[src/rtl/clk_gate_ctrl.sv]
// Per-domain clock-gating sequencer: each lane gates its domain clock after a
// software request plus an idle hysteresis window, and re-enables it on wake with a settle delay.
module clk_gate_ctrl #(
  parameter int NUM_DOMAINS = 4,
  parameter int IDLE_CYCLES = 8,
  parameter int WAKE_CYCLES = 2
) (
  input  logic                   clk_i,
  input  logic                   rst_ni,
  input  logic                   test_mode_i,
  input  logic [NUM_DOMAINS-1:0] gate_req_i,
  input  logic [NUM_DOMAINS-1:0] wake_req_i,
  input  logic [NUM_DOMAINS-1:0] idle_i,
  output logic [NUM_DOMAINS-1:0] clk_en_o,
  output logic [NUM_DOMAINS-1:0] ready_o,
  output logic [NUM_DOMAINS-1:0] gated_o,
  output logic                   all_gated_o
);

  localparam int MAX_CYCLES = (IDLE_CYCLES > WAKE_CYCLES) ? IDLE_CYCLES : WAKE_CYCLES;
  localparam int CW         = $clog2(MAX_CYCLES + 1);
  localparam logic [CW-1:0] IDLE_LAST = CW'(IDLE_CYCLES - 1);
  localparam logic [CW-1:0] WAKE_LAST = CW'(WAKE_CYCLES - 1);

  typedef enum logic [1:0] {
    ST_ON    = 2'd0,
    ST_DRAIN = 2'd1,
    ST_OFF   = 2'd2,
    ST_WAKE  = 2'd3
  } lane_state_e;

  logic [NUM_DOMAINS-1:0] w_clk_en;
  logic [NUM_DOMAINS-1:0] w_ready;
  logic [NUM_DOMAINS-1:0] w_gated;

  for (genvar d = 0; d < NUM_DOMAINS; d++) begin : gen_lane
    lane_state_e   r_state;
    logic [CW-1:0] r_cnt;

    // NOTE: state flops use non-blocking assignments so every lane samples
    // the pre-edge values; the async reset drops the lane straight to ON.
    always_ff @(posedge clk_i or negedge rst_ni) begin
      if (!rst_ni) begin
        r_state <= ST_ON;
        r_cnt   <= '0;
      end else begin
        unique case (r_state)
          ST_ON: begin
            if (gate_req_i[d] && !wake_req_i[d]) begin
              r_state <= ST_DRAIN;
              r_cnt   <= '0;
            end
          end
          ST_DRAIN: begin
            if (wake_req_i[d] || !gate_req_i[d]) begin
              r_state <= ST_ON;
            end else if (idle_i[d] && (r_cnt == IDLE_LAST)) begin
              r_state <= ST_OFF;
            end else if (idle_i[d]) begin
              r_cnt <= r_cnt + 1'b1;
            end else begin
              r_cnt <= '0;  // any busy cycle restarts the hysteresis window
            end
          end
          ST_OFF: begin
            if (wake_req_i[d] || !gate_req_i[d]) begin
              r_state <= ST_WAKE;
              r_cnt   <= '0;
            end
          end
          ST_WAKE: begin
            // Settle window is never aborted; requests are re-evaluated in ON.
            if (r_cnt == WAKE_LAST) begin
              r_state <= ST_ON;
            end else begin
              r_cnt <= r_cnt + 1'b1;
            end
          end
          default: begin
            r_state <= ST_ON;
            r_cnt   <= '0;
          end
        endcase
      end
    end

    assign w_clk_en[d] = (r_state != ST_OFF);
    assign w_ready[d]  = (r_state == ST_ON);
    assign w_gated[d]  = (r_state == ST_OFF);
  end

  // DFT override is the only input that reaches an output combinationally.
  assign clk_en_o    = w_clk_en | {NUM_DOMAINS{test_mode_i}};
  assign ready_o     = w_ready;
  assign gated_o     = w_gated;
  assign all_gated_o = &w_gated;

endmodule
[config.mk]
export PLATFORM = sky130hd
export DESIGN_NAME = clk_gate_ctrl
export DESIGN_NICKNAME = d
export VERILOG_FILES = /design/src/rtl/clk_gate_ctrl.sv
export SDC_FILE = /design/constraint.sdc
export NUM_CORES = 1
export LEC_CHECK = 0
export BUFFER_PORTS_ARGS = -buffer_cell sky130_fd_sc_hd__buf_2
export CORE_MARGIN = 10
export CORE_UTILIZATION = 46
export DETAILED_ROUTE_END_ITERATION = 10
export PLACE_DENSITY = 0.68
export SLEW_MARGIN = 20
export SYNTH_ARGS = -nofsm -noshare
export SYNTH_HDL_FRONTEND = slang
export SYNTH_SLANG_ARGS = --single-unit
[constraint.sdc]
create_clock -name clk_i -period 3.3 [get_ports clk_i]
set_clock_uncertainty 0.1 [all_clocks]
set_input_delay 0.165 -clock clk_i [delete_from_list [all_inputs] [get_ports clk_i]]
set_output_delay 0.165 -clock clk_i [all_outputs]
set_load 0.03 [all_outputs]
==> results_dict.tcl <==
set metrics [dict create \
    grtUsageTotal_pct 12.0 \
    diodes 0 \
    ys_types 50 \
    crit_path_max_fanout 11 \
    setup_viol 0 \
    num_vias 1305 \
    power.leakage_uw 0.000784 \
    async_reset_ff_share_pct 100 \
    reg2reg_depth 6 \
    clk_path_buf_depth 2 \
    fin_ws_ps 1330 \
    synthFlopType "dfrtp_1" \
    reg2reg_to "gen_lane[0].r_cnt[0]$_DFFE_PN0P_" \
    ir_drop_uv 229 \
    grt_setup_unrepaired "no" \
    grt_max_degree 25 \
    rows 20 \
    nNetsFinal 210 \
    viasPerCell 5.67 \
    die_h_um 77.8 \
    slew_viol_final 0 \
    fp.dieW_um 77.8 \
    gp_congestion 0.768 \
    ys_ff_latch 24 \
    drive_gt1_share_pct 25.3 \
    grt_pass1_wl_mm 6.22 \
    ff_latch_area_um2 601 \
    wl_mm 3.32 \
    status "completed" \
    first_pass_iters 4 \
    maxCapViolations 0 \
    multi_input_area_um2 886 \
    slew_headroom_pct 62.0 \
    syn_avg_cell_area_um2 9.86 \
    timing.rr.start "gen_lane[0].r_cnt[1]$_DFFE_PN0P_" \
    grt.overflow.total 0 \
    finalCriticalPeriod_ps 1970 \
    yosysWarnings 0 \
    tns_ps 0 \
    path_clk_slew_ps 130 \
    worstSetupStartpointType "flip-flop" \
    insertion_delay_ps 340 \
    postRouteAntennaNets 0 \
    area_growth_pct 15.8 \
    hold_path_class "in2reg" \
    nFillCells 293 \
    min_period_over_period_pct 59.7 \
    clock-sinks 24 \
    crit_type "reg2out" \
    syn_inst 156 \
    synthesis.area_um2 1540 \
    power.density_nw_per_um2 483 \
    synth.yosys.seq_area_share_pct 39.1 \
    first_global_vias 1362 \
    clock.fmax_mhz 508 \
    cts_setup_buffers 0 \
    post_cts_resized 0 \
    clockRootBuffer "clkbuf_4" \
    synth_edf_count 0 \
    io-pin-count 28 \
    syn_nets 179 \
    io_buffers 27 \
    cp-end-kind "output pin" \
    cts_tree "done" \
    fp.dieArea_um2 6060 \
    cp.arrival_ps 1710 \
    pre_cts_ws_ps 1400 \
    initial_core_util_pct 49.2 \
    core_um2 3130 \
    drc 0 \
    wl_per_cell_um 14.4 \
    antenna_found_initial 0 \
    r2r_slack_ps 1390 \
    final_hold_viol_count 0 \
    drt_iter0_drc 63 \
    cp_data_required_time_ps 3030 \
    cp-endpoint "all_gated_o" \
    tightest_slew_ps 564 \
    hpwl_mm 2.63 \
    cts-buffers-inserted 3 \
    htree_levels 1 \
]
critical path, stage by stage (launching register included):
cell	delay, ps
dfrtp_1	560
nor2b_1	390
and4_1	230
buf_2	190
report_power, final:
group / internal (uW) / leakage [uW] / switching, uW
Clock: 123 / 0.0000279 / 98.8
Sequential: 329 / 0.000328 / 50.7
Combinational: 95.5 / 0.000428 / 163
Total: 547 / 0.000784 / 312
layout by cell type, fill, tap and decap left out, types with 2 or more instances in the layout:
cell	synthesis	final
o21ai_1	2	2
o211ai_1	3	3
o2111ai_1	2	2
and2_4	2	2
mux2i_1	2	2
or3_1	2	2
inv_2	2	2
clkbuf_4	0	3
nor2b_1	5	5
inv_1	9	9
a21o_1	2	2
buf_2	1	27
nand2_1	3	3
nor3_1	3	3
a21oi_1	3	3
a211oi_1	2	2
o221ai_1	2	2
nor2_1	15	15
nand3_1	12	12
nand2b_1	11	11
o21ai_0	6	6
ha_1	8	8
mux2_1	3	3
o31ai_1	4	4
or3b_1	3	3
dfrtp_1	24	24
area by class of cell:
| class | count | area share, % |
|---|---|---|
| clock buffer | 3 | 1.26 |
| clock inverter | 1 | 1.69 |
| inverter | 11 | 2.32 |
| multi-input combinational | 119 | 49.8 |
| sequential | 24 | 33.7 |
| tap | 44 | 3.09 |
| timing repair buffer | 28 | 8.15 |
Yosys cell counts, types with 2 or more instances:
| cell type | instances | area (um2) |
|---|---|---|
| dfrtp_1 | 24 | 601 |
| nor2_1 | 15 | 56.3 |
| nand3_1 | 12 | 60.1 |
| nand2b_1 | 11 | 68.8 |
| inv_1 | 9 | 33.8 |
| ha_1 | 8 | 100 |
| o21ai_0 | 6 | 30.0 |
| nor2b_1 | 5 | 31.3 |
| o31ai_1 | 4 | 30.0 |
| a21oi_1 | 3 | 15.0 |
| mux2_1 | 3 | 33.8 |
| nand2_1 | 3 | 11.3 |
| nor3_1 | 3 | 15.0 |
| o211ai_1 | 3 | 22.5 |
| or3b_1 | 3 | 26.3 |
| a211oi_1 | 2 | 15.0 |
| a21o_1 | 2 | 15.0 |
| and2_4 | 2 | 17.5 |
| inv_2 | 2 | 7.51 |
| mux2i_1 | 2 | 20.0 |
| o2111ai_1 | 2 | 17.5 |
| o21ai_1 | 2 | 10.0 |
| o221ai_1 | 2 | 17.5 |
| or3_1 | 2 | 12.5 |
metrics by stage:
stage / hold WS, ps / instance area (um2) / power [uW] / util, % / instances
2_1_floorplan: -231 / 1540 / 564 / - / 156
3_5_place_dp: 87.3 / 1720 / 647 / 54.9 / 225
5_1_grt: 29.2 / 1780 / 923 / 56.9 / 230
6_report: 10.1 / 1780 / 860 / 56.9 / 230
4_1_cts: 4.13 / 1780 / 870 / 56.9 / 230
3_3_place_gp: 79.5 / 1720 / 637 / 54.9 / 225
per-layer routing:
layer	track usage (%)	vias up	routed length [um]
li1	-	638	-
met1	14.3	621	1470
met2	19.5	42	1550
met3	3.57	4	247
met4	5.66	0	50
met5	0	-	0
cells by family (layout without fill, tap and decap cells):
| family | Yosys count | in the layout | share of synthesized area, % |
|---|---|---|---|
| flops | 24 | 24 | 39.1 |
| mux | 7 | 7 | 5.13 |
| simple gates | 66 | 66 | 25.4 |
| buf+inv | 13 | 43 | 3.34 |
| fa+ha+maj | 8 | 8 | 6.51 |
| compound gates | 38 | 38 | 20.6 |
worst min-delay path by stage:
stage	to	from	cells after the start
after floorplan	async pin	rst_ni	0
after global placement	gen_lane[3].r_cnt[3]$_DFFE_PN0P_	rst_ni	1
after detailed placement	gen_lane[3].r_cnt[2]$_DFFE_PN0P_	rst_ni	1
after CTS	flip-flop	wake_req_i[2]	3
after global routing	flip-flop	wake_req_i[1]	3
final	flip-flop	wake_req_i[2]	3
repair_timing:
item	4_1_cts	5_1_grt
endpoints found under the hold margin	24	0
endpoints found under the setup margin	0	0
hold buffers	1	0
(Power assumes the default switching activity.)
